`src/rtl/warp_ahb_pkg.sv`:
```
// AHB5 encodings and helpers shared by the warp line-fill engine.
// Holds HTRANS/HBURST/HRESP/HSIZE constants, the fill FSM state type and burst/size helpers.
package warp_ahb_pkg;

  localparam logic [1:0] HTRANS_IDLE   = 2'b00;
  localparam logic [1:0] HTRANS_NONSEQ = 2'b10;
  localparam logic [1:0] HTRANS_SEQ    = 2'b11;

  localparam logic [2:0] HBURST_INCR   = 3'b001;
  localparam logic [2:0] HBURST_WRAP4  = 3'b010;
  localparam logic [2:0] HBURST_INCR4  = 3'b011;
  localparam logic [2:0] HBURST_WRAP8  = 3'b100;
  localparam logic [2:0] HBURST_INCR8  = 3'b101;
  localparam logic [2:0] HBURST_WRAP16 = 3'b110;
  localparam logic [2:0] HBURST_INCR16 = 3'b111;

  localparam logic HRESP_OKAY  = 1'b0;
  localparam logic HRESP_ERROR = 1'b1;

  localparam logic [2:0] HSIZE_BYTE  = 3'b000;
  localparam logic [2:0] HSIZE_HALF  = 3'b001;
  localparam logic [2:0] HSIZE_WORD  = 3'b010;
  localparam logic [2:0] HSIZE_DWORD = 3'b011;

  localparam logic [3:0] HPROT_FILL = 4'b0011;

  typedef enum logic [2:0] {
    ST_IDLE,
    ST_ADDR,
    ST_BURST,
    ST_DRAIN,
    ST_ERR
  } fill_state_e;

  // Fixed-length bursts only exist for 4/8/16 beats.
  function automatic logic [2:0] ahb_burst(
    input int beats,
    input bit wrap
  );
    case (beats)
      4:       return wrap ? HBURST_WRAP4 : HBURST_INCR4;
      8:       return wrap ? HBURST_WRAP8 : HBURST_INCR8;
      16:      return wrap ? HBURST_WRAP16 : HBURST_INCR16;
      default: return HBURST_INCR;
    endcase
  endfunction

  function automatic logic [2:0] hsize_of(input int bytes);
    case (bytes)
      1:       return HSIZE_BYTE;
      2:       return HSIZE_HALF;
      4:       return HSIZE_WORD;
      default: return HSIZE_DWORD;
    endcase
  endfunction

endpackage

```
`src/rtl/warp_ahb_beat_addr.sv`:
```
// Beat address generator: maps (line base, first word, beat number) to address/word index.
// Ports: i_line_base, i_w0, i_k in; o_addr, o_idx out. Purely combinational.
module warp_ahb_beat_addr #(
  parameter int ADDR_W     = 64,
  parameter int DATA_W     = 64,
  parameter int LINE_BYTES = 64,
  localparam int BEATS     = LINE_BYTES / (DATA_W / 8),
  localparam int IW        = $clog2(BEATS)
) (
  input  logic [ADDR_W-1:0] i_line_base,
  input  logic [IW-1:0]     i_w0,
  input  logic [IW-1:0]     i_k,
  output logic [ADDR_W-1:0] o_addr,
  output logic [IW-1:0]     o_idx
);

  localparam int SZ = $clog2(DATA_W / 8);

  logic [IW-1:0] w_idx;

  // IW-bit add wraps modulo BEATS since BEATS is a power of 2.
  assign w_idx  = i_w0 + i_k;
  assign o_idx  = w_idx;
  assign o_addr = i_line_base | (ADDR_W'(w_idx) << SZ);

endmodule

```
`src/rtl/warp_line_fill.sv`:
```
// AHB5 read-burst line-fill engine: one request fetches one line, beats tagged by word index.
// Ports: i_req_* / o_req_ready request side, o_beat_* / o_done / o_err results, o_ahb_* / i_ahb_* manager bus.
module warp_line_fill #(
  parameter int ADDR_W     = 64,
  parameter int DATA_W     = 64,
  parameter int LINE_BYTES = 64,
  parameter int CRIT_FIRST = 1,
  localparam int BEATS     = LINE_BYTES / (DATA_W / 8),
  localparam int IW        = $clog2(BEATS)
) (
  input  logic              i_clk,
  input  logic              i_rst,
  input  logic              i_req_valid,
  output logic              o_req_ready,
  input  logic [ADDR_W-1:0] i_req_addr,
  output logic              o_beat_valid,
  output logic [IW-1:0]     o_beat_idx,
  output logic [DATA_W-1:0] o_beat_data,
  output logic              o_done,
  output logic              o_err,
  output logic [ADDR_W-1:0] o_ahb_haddr,
  output logic [2:0]        o_ahb_hburst,
  output logic [2:0]        o_ahb_hsize,
  output logic [1:0]        o_ahb_htrans,
  output logic [3:0]        o_ahb_hprot,
  output logic              o_ahb_hwrite,
  input  logic [DATA_W-1:0] i_ahb_hrdata,
  input  logic              i_ahb_hready,
  input  logic              i_ahb_hresp
);

  import warp_ahb_pkg::*;

  localparam int SZ = $clog2(DATA_W / 8);
  localparam logic [2:0] HSIZE_C  = hsize_of(DATA_W / 8);
  localparam logic [2:0] HBURST_C = ahb_burst(BEATS, CRIT_FIRST != 0);
  localparam logic [IW-1:0] LAST  = IW'(BEATS - 1);
  localparam logic [ADDR_W-1:0] LMASK = ADDR_W'(LINE_BYTES - 1);

  fill_state_e r_state, w_next;

  logic [ADDR_W-1:0] r_base;
  logic [IW-1:0]     r_w0;
  logic [IW-1:0]     r_acnt;
  logic [IW-1:0]     r_didx;
  logic              r_bvalid;
  logic [IW-1:0]     r_bidx;
  logic [DATA_W-1:0] r_bdata;
  logic              r_done;
  logic              r_err;

  logic [ADDR_W-1:0] w_addr;
  logic [IW-1:0]     w_idx;
  logic [IW-1:0]     w_req_w0;
  logic              w_accept;
  logic              w_active;
  logic              w_errc;
  logic [1:0]        w_htrans;
  logic              w_adone;
  logic              w_beat;
  logic              w_fin;
  logic              w_fail;

  warp_ahb_beat_addr #(
    .ADDR_W    (ADDR_W),
    .DATA_W    (DATA_W),
    .LINE_BYTES(LINE_BYTES)
  ) u_addr (
    .i_line_base(r_base),
    .i_w0       (r_w0),
    .i_k        (r_acnt),
    .o_addr     (w_addr),
    .o_idx      (w_idx)
  );

  assign w_accept = i_req_valid && (r_state == ST_IDLE);
  assign w_req_w0 = (CRIT_FIRST != 0) ? i_req_addr[SZ +: IW] : '0;
  assign w_errc   = (i_ahb_hresp == HRESP_ERROR);

  always_comb begin
    w_next   = r_state;
    w_htrans = HTRANS_IDLE;
    w_adone  = 1'b0;
    w_beat   = 1'b0;
    w_fin    = 1'b0;
    w_fail   = 1'b0;
    unique case (r_state)
      ST_IDLE: begin
        if (i_req_valid) w_next = ST_ADDR;
      end
      ST_ADDR: begin
        // No data phase in flight yet, so HRESP is not ours.
        w_htrans = HTRANS_NONSEQ;
        if (i_ahb_hready) begin
          w_adone = 1'b1;
          w_next  = ST_BURST;
        end
      end
      ST_BURST: begin
        w_htrans = HTRANS_SEQ;
        if (w_errc) begin
          if (i_ahb_hready) begin
            w_fail = 1'b1;
            w_next = ST_IDLE;
          end else begin
            w_next = ST_ERR;
          end
        end else if (i_ahb_hready) begin
          w_adone = 1'b1;
          w_beat  = 1'b1;
          if (r_acnt == LAST) w_next = ST_DRAIN;
        end
      end
      ST_DRAIN: begin
        if (w_errc) begin
          if (i_ahb_hready) begin
            w_fail = 1'b1;
            w_next = ST_IDLE;
          end else begin
            w_next = ST_ERR;
          end
        end else if (i_ahb_hready) begin
          w_beat = 1'b1;
          w_fin  = 1'b1;
          w_next = ST_IDLE;
        end
      end
      ST_ERR: begin
        if (i_ahb_hready) begin
          w_fail = 1'b1;
          w_next = ST_IDLE;
        end
      end
      default: w_next = ST_IDLE;
    endcase
  end

  always_ff @(posedge i_clk or posedge i_rst) begin
    if (i_rst) r_state <= ST_IDLE;
    else       r_state <= w_next;
  end

  always_ff @(posedge i_clk or posedge i_rst) begin
    if (i_rst) begin
      r_base   <= '0;
      r_w0     <= '0;
      r_acnt   <= '0;
      r_didx   <= '0;
      r_bvalid <= 1'b0;
      r_bidx   <= '0;
      r_bdata  <= '0;
      r_done   <= 1'b0;
      r_err    <= 1'b0;
    end else begin
      r_bvalid <= w_beat;
      r_done   <= w_fin | w_fail;
      r_err    <= w_fail;
      if (w_accept) begin
        r_base <= i_req_addr & ~LMASK;
        r_w0   <= w_req_w0;
        r_acnt <= '0;
      end
      // Data phase of the address just completed carries this index.
      if (w_adone) begin
        r_acnt <= r_acnt + 1'b1;
        r_didx <= w_idx;
      end
      if (w_beat) begin
        r_bidx  <= r_didx;
        r_bdata <= i_ahb_hrdata;
      end
    end
  end

  assign w_active = (r_state == ST_ADDR) || (r_state == ST_BURST);

  assign o_req_ready  = (r_state == ST_IDLE);
  assign o_beat_valid = r_bvalid;
  assign o_beat_idx   = r_bidx;
  assign o_beat_data  = r_bdata;
  assign o_done       = r_done;
  assign o_err        = r_err;
  assign o_ahb_haddr  = w_active ? w_addr : '0;
  assign o_ahb_hburst = w_active ? HBURST_C : 3'b000;
  assign o_ahb_hsize  = HSIZE_C;
  assign o_ahb_htrans = w_htrans;
  assign o_ahb_hprot  = HPROT_FILL;
  assign o_ahb_hwrite = 1'b0;

endmodule
```
`config.mk`:
```
export PLATFORM = sky130hd
export DESIGN_NAME = warp_line_fill
export DESIGN_NICKNAME = d
export VERILOG_FILES = /design/src/rtl/warp_ahb_pkg.sv /design/src/rtl/warp_ahb_beat_addr.sv /design/src/rtl/warp_line_fill.sv
export SDC_FILE = /design/constraint.sdc
export NUM_CORES = 1
export LEC_CHECK = 0
export CAP_MARGIN = 20
export CORE_ASPECT_RATIO = 0.7
export CORE_MARGIN = 5
export CORE_UTILIZATION = 46
export CTS_CLUSTER_SIZE = 10
export DETAILED_ROUTE_END_ITERATION = 6
export PLACE_DENSITY = 0.85
export RECOVER_POWER = 50
export SETUP_SLACK_MARGIN = 0.15
export SYNTH_ARGS = -nofsm -noshare
export SYNTH_HDL_FRONTEND = slang
export SYNTH_HIERARCHICAL = 1
export SYNTH_SLANG_ARGS = --single-unit
```
`constraint.sdc`:
```
create_clock -name i_clk -period 8.4 [get_ports i_clk]
set_input_delay 1.68 -clock i_clk [delete_from_list [all_inputs] [get_ports i_clk]]
set_output_delay 1.68 -clock i_clk [all_outputs]
set_load 0.01 [all_outputs]
```
After elaboration in Yosys (flattened, before gate mapping)
Index checks and enable logic that the tools add are counted.

Flip-flop bits (word level): 140. Bits of input ports: 133. Output and inout port bits: 148. Word-level logic and storage cells: 50.

Add/subtract/negate cells: 2. Eq/ne operators: 9. Mux-type cells: 21. Bitwise operators: 2. Reductions and logical operators: 6.

Operators by type and width (number): 2-to-1 mux 64 bit (1); OR 64 x 6 -> 64 bit (1); 2-to-1 mux 3 bit (11); one-hot mux 3 bit (5 select lines) (1); equality test 3 x 2 -> 1 bit, second input constant (2); equality test 3 bit, second input constant (2); != test 3 bit, second input constant (2); 2-to-1 mux 1 bit (5); != test 2 bit, second input constant (2); one-hot mux 1 bit (2 select lines) (2); one-hot mux 2 bit (2 select lines) (1); AND reduction 4 bit (1); adder 3 x 1 -> 3 bit, second input constant (1); adder 3 bit (1); equality test 3 x 1 -> 1 bit, second input constant (1); logical NOT 3 bit (1); nonzero test 2 bit (1); OR reduction 2 bit (1); logical AND 1 bit (1); logical OR 1 bit (1); OR 1 bit (1).

Logic depth before layout (Yosys ltp)
Depth after elaboration: 5. Mapped depth: 6. Depth with buffers taken out: 5.

Hierarchy
Netlist, hierarchy kept.

By module, submodules not included: warp_line_fill (instances 1, cells each 409, area each 5989.5 um^2); warp_ahb_beat_addr (instances 1, cells each 70, area each 548.0 um^2).

Worst setup path before layout
OpenSTA, ideal clock, no wires.

Kind: register -> output. Start point: register r_acnt[0]. End point: output o_ahb_haddr[4]. Data arrival time: 1457 ps. Required time: 6720 ps. Slack: 5263 ps. Cell stages (with the launch flop): 5. Path buffers: 0. Cell sequence: dfrtp_1 -> ha_1 -> fa_1 -> or2_2 -> and2_1.

Cells in the longest elaborated chain, start to end: 3.

Ends and longest elaborated chain: start: declaration (line warp_line_fill.sv:44) `logic [IW-1:0] r_acnt;`; start signal: assignment (line warp_line_fill.sv:165) `r_acnt <= r_acnt + 1'b1;`; adder 3 bit (line warp_ahb_beat_addr.sv:22) `assign w_idx = i_w0 + i_k;`; net w_idx[1] (line warp_line_fill.sv:53) `logic [IW-1:0] w_idx;`; OR 64 x 6 -> 64 bit (line warp_ahb_beat_addr.sv:24) `assign o_addr = i_line_base | (ADDR_W'(w_idx) << SZ);`; net w_addr[4] (line warp_line_fill.sv:52) `logic [ADDR_W-1:0] w_addr;`; 2-to-1 mux 64 bit (line warp_line_fill.sv:183) `assign o_ahb_haddr = w_active ? w_addr : '0;`; end: declaration (line warp_line_fill.sv:21) `output logic [ADDR_W-1:0] o_ahb_haddr,`.

The timed path passes the listed nets, and every way through them passes these cells.

Final worst setup path
Start point: register r_state[1]. End point: output o_ahb_haddr[3].

Cells in the longest elaborated chain, start to end: 3.

Ends and longest elaborated chain: start: declaration (line warp_line_fill.sv:40) `fill_state_e r_state, w_next;`; start signal: assignment (line warp_line_fill.sv:140) `else r_state <= w_next;`; equality test 3 x 1 -> 1 bit or equality test 3 x 2 -> 1 bit (tied branches) (line warp_line_fill.sv:175) `assign w_active = (r_state == ST_ADDR) || (r_state == ST_BURST);`; logical OR 1 bit * (line warp_line_fill.sv:175); 2-to-1 mux 64 bit * (line warp_line_fill.sv:183).

Mark *: on every way between the ends. The rest lies on a longest branch, timed or not.

==> results.md <==
* Cell breakdown of the critical path: xnor2_1, nor2_4, buf_16, and2_1, clkdlybuf4s50_1
* Die width at 152 um
* Core Rows at 36
* Post-CTS setup buffers at 0
* Detail Placement HPWL at 11600 um
* CP Launch Type: flip-flop
* Drt drc at 0
* Pin count of the biggest net entering global routing at 80
* Share of cells above drive strength 1 at 17.5%
* Failing checks: capacitance limit, slew limit
* DR pass1 iterations at 4
* Grt ovf at 0
* Core area at 13900 sq um
* Max-cap violations at 1
* Count leader, synth: dfrtp_1
* Final min period at 4.34 ns
* Setup TNS at 0 ns
* Setup crit end kind: output port
* CTS Hold Bufs at 0
* Ys async rst share at 100%
* Yosys reg bits at 140
* Worst-Margin Slew at 2.67 ns
* Setup Skew at 0.00957 ns
* Maximum vdd drop at 0.000219 V
* Drt wl/cell at 17.7 um
* Worst min path class: flip-flop to flip-flop
* Clk root buf: clkbuf_16
* Cells after synthesis at 479
* CTS tree: done
* CTS Buf Count at 17
* Final Hold Viols at 0
* Post-layout instance area at 9400 sq um
* Mean post-synth cell area at 13.6 sq um
* Post-synthesis cell area at 6540 sq um
* Register area at 3500 sq um
* Gp weighted congestion at 0.780
* Top cell types by occurrence after synthesis: 140 x dfrtp_1, 80 x buf_4, 74 x mux2_2
* Post-DR vias/cell at 4.63
* Fill cells at 966
* Post-synth cell types at 33
* Final setup viols at 0
* Multi-input logic area at 2310 sq um
* Initial antenna violation count at 2
* Crit Path Max Fanout at 35
* # nets final at 822
* Port Buffers at 264
* Slew headroom at -79.0%
* IO Count at 281
* Worst Path Required at 6.72 ns
* Top-area cell type share of the netlist area at 53.6%
* Clock Tree Buf Depth at 2
* Die Height at 110 um
* DP Area at 8760 sq um
* Via count at 4110
* Starting DRT DRC Count at 124
* Vias in the first global route at 4468
* Post-route clock period utilization at 51.7%
* Synth area leader: dfrtp_1
* GRT Resource Usage Total at 18.7%
* Area delta synth->final at 43.8%
* Synth warnings at 6
* Leak at 0.00399 uW
* RSZ-0062 raised after global routing: no
* First-pass GRT wire length at 24300 um
* Outcome: finished with violations
* H-tree depth at 4
* Clock slew at reported path FFs at 0.06 ns
* Critical-path top delay cell: dfrtp_1
* Power per cell area at 400 nW/um^2
* Final WL at 15700 um
* CP Data Arrival Time at 2.66 ns
* Later-pin clock latency in the skew report at 0.42 ns
* Post-synthesis sequential area ratio at 53.6%
* Resize count post-CTS at 0
* Initial Utilization at 47.0%
* Die ar. at 16700 sq um
* Number of synthesized flops with an enable pin at 0
* FMAX at 230 MHz
* Synth area leaders: dfrtp_1 54%, mux2_2 13%, buf_4 9.2%, mux2_1 8.4%, and2_1 6.2%
* Clock sink count at 140
* Ys flop type: dfrtp_1
* Worst path max stage delay at 0.59 ns
* Crit path kind: flip-flop to output port
* Fin. max-slew vios at 63
* Post-DRT Antenna Nets at 0
-- metrics by stage --
| stage | util (%) | setup WS, ns | total power [uW] | hold slack, ns | cells |
|---|---|---|---|---|---|
| 2_1_floorplan | - | 2.97 | 2270 | 0.459 | 494 |
| 3_3_place_gp | 62.9 | 4.37 | 2980 | 0.459 | 854 |
| 3_5_place_dp | 62.9 | 4.28 | 3050 | 0.467 | 854 |
| 4_1_cts | 67.4 | 3.82 | 3850 | 0.481 | 885 |
| 5_1_grt | 67.5 | 3.69 | 3990 | 0.489 | 887 |
| 6_report | 67.5 | 4.06 | 3760 | 0.474 | 888 |
-- state kept, by name (all words and copies together) (netlist names) --
register and cells:
r_w0 3, o_done 1, r_base 58, r_acnt 3
o_beat_data 64, o_beat_idx 3, o_err 1, r_didx 3
o_beat_valid 1, r_state 3
-- placed cells by master, fill, tap and decap left out, types with 2 or more instances in the layout --
cell type	instances
mux2_1	51
a21oi_1	3
and2_1	65
o21ai_0	2
clkbuf_16	17
or2_2	2
nor2_1	4
clkbuf_8	4
bufinv_16	3
clkinvlp_4	3
ha_1	3
mux2_2	74
buf_16	2
mux2_4	8
clkbuf_1	3
mux2i_1	2
buf_4	2
dfrtp_1	140
nand2_1	3
nor3b_1	2
clkdlybuf4s50_1	205
conb_1	17
nor2b_1	5
xnor2_1	2
dlygate4sd3_1	59
-- worst max-delay path, delay by kind of cell (launching register included) --
family / cells / cell delay [ns]
xor gates and xnor gates: 1 / 0.18
buffers and inverters: 2 / 0.81
DFF: 1 / 0.59
and+or+nand+nor: 2 / 0.66
-- worst paths after layout --
check,startpoint,slack (ns),cells after the start,end
max,r_state[1]$_DFFE_PP0P_,4.06,5,o_ahb_haddr[3]
min,r_base[61]$_DFFE_PP0P_,0.47,1,r_base[61]$_DFFE_PP0P_
max reg2reg,r_state[2]$_DFFE_PP0P_,6.04,3,o_beat_data[62]$_DFFE_PP0P_
min reg2reg,r_base[61]$_DFFE_PP0P_,0.47,1,r_base[61]$_DFFE_PP0P_
max in group asynchronous,i_rst,4.22,4,o_beat_data[39]$_DFFE_PP0P_
min in group asynchronous,i_rst,2.46,2,o_beat_data[27]$_DFFE_PP0P_
-- cell type report --
cell class,count,area share [%]
clock inverter,9,1.44
timing repair buffer,270,28.9
sequential,140,37.3
multi-input combinational,254,24.6
clock buffer,22,5.15
antenna,1,0.0266
inverter,2,0.0932
tap,190,2.53
-- layer usage --
layer / vias to the layer above / routed length [um] / track usage, %
met4: 2 / 178 / 5.98
met1: 1996 / 6150 / 21.1
met2: 169 / 7770 / 31.7
met3: 16 / 1570 / 9.24
met5: - / 13 / 0
li1: 1927 / - / -
-- power by group --
| part | switching, uW | internal [uW] | total (uW) |
|---|---|---|---|
| Sequential | 176 | 1010 | 1190 |
| Clock | 276 | 498 | 774 |
| Combinational | 725 | 1070 | 1800 |
-- cell families (layout without fill, tap and decap cells) --
logic type | after synthesis | after routing | share of synthesized area [%]
fa+ha+maj | 4 | 4 | 0.880
compound gates | 7 | 7 | 0.689
flops | 140 | 140 | 53.6
other cells | 2 | 18 | 0.115
simple gates | 88 | 88 | 8.75
xor+xnor | 3 | 3 | 0.517
mux | 135 | 135 | 23.8
buf+inv | 100 | 303 | 11.7
Power figures use the tool's default switching activity.
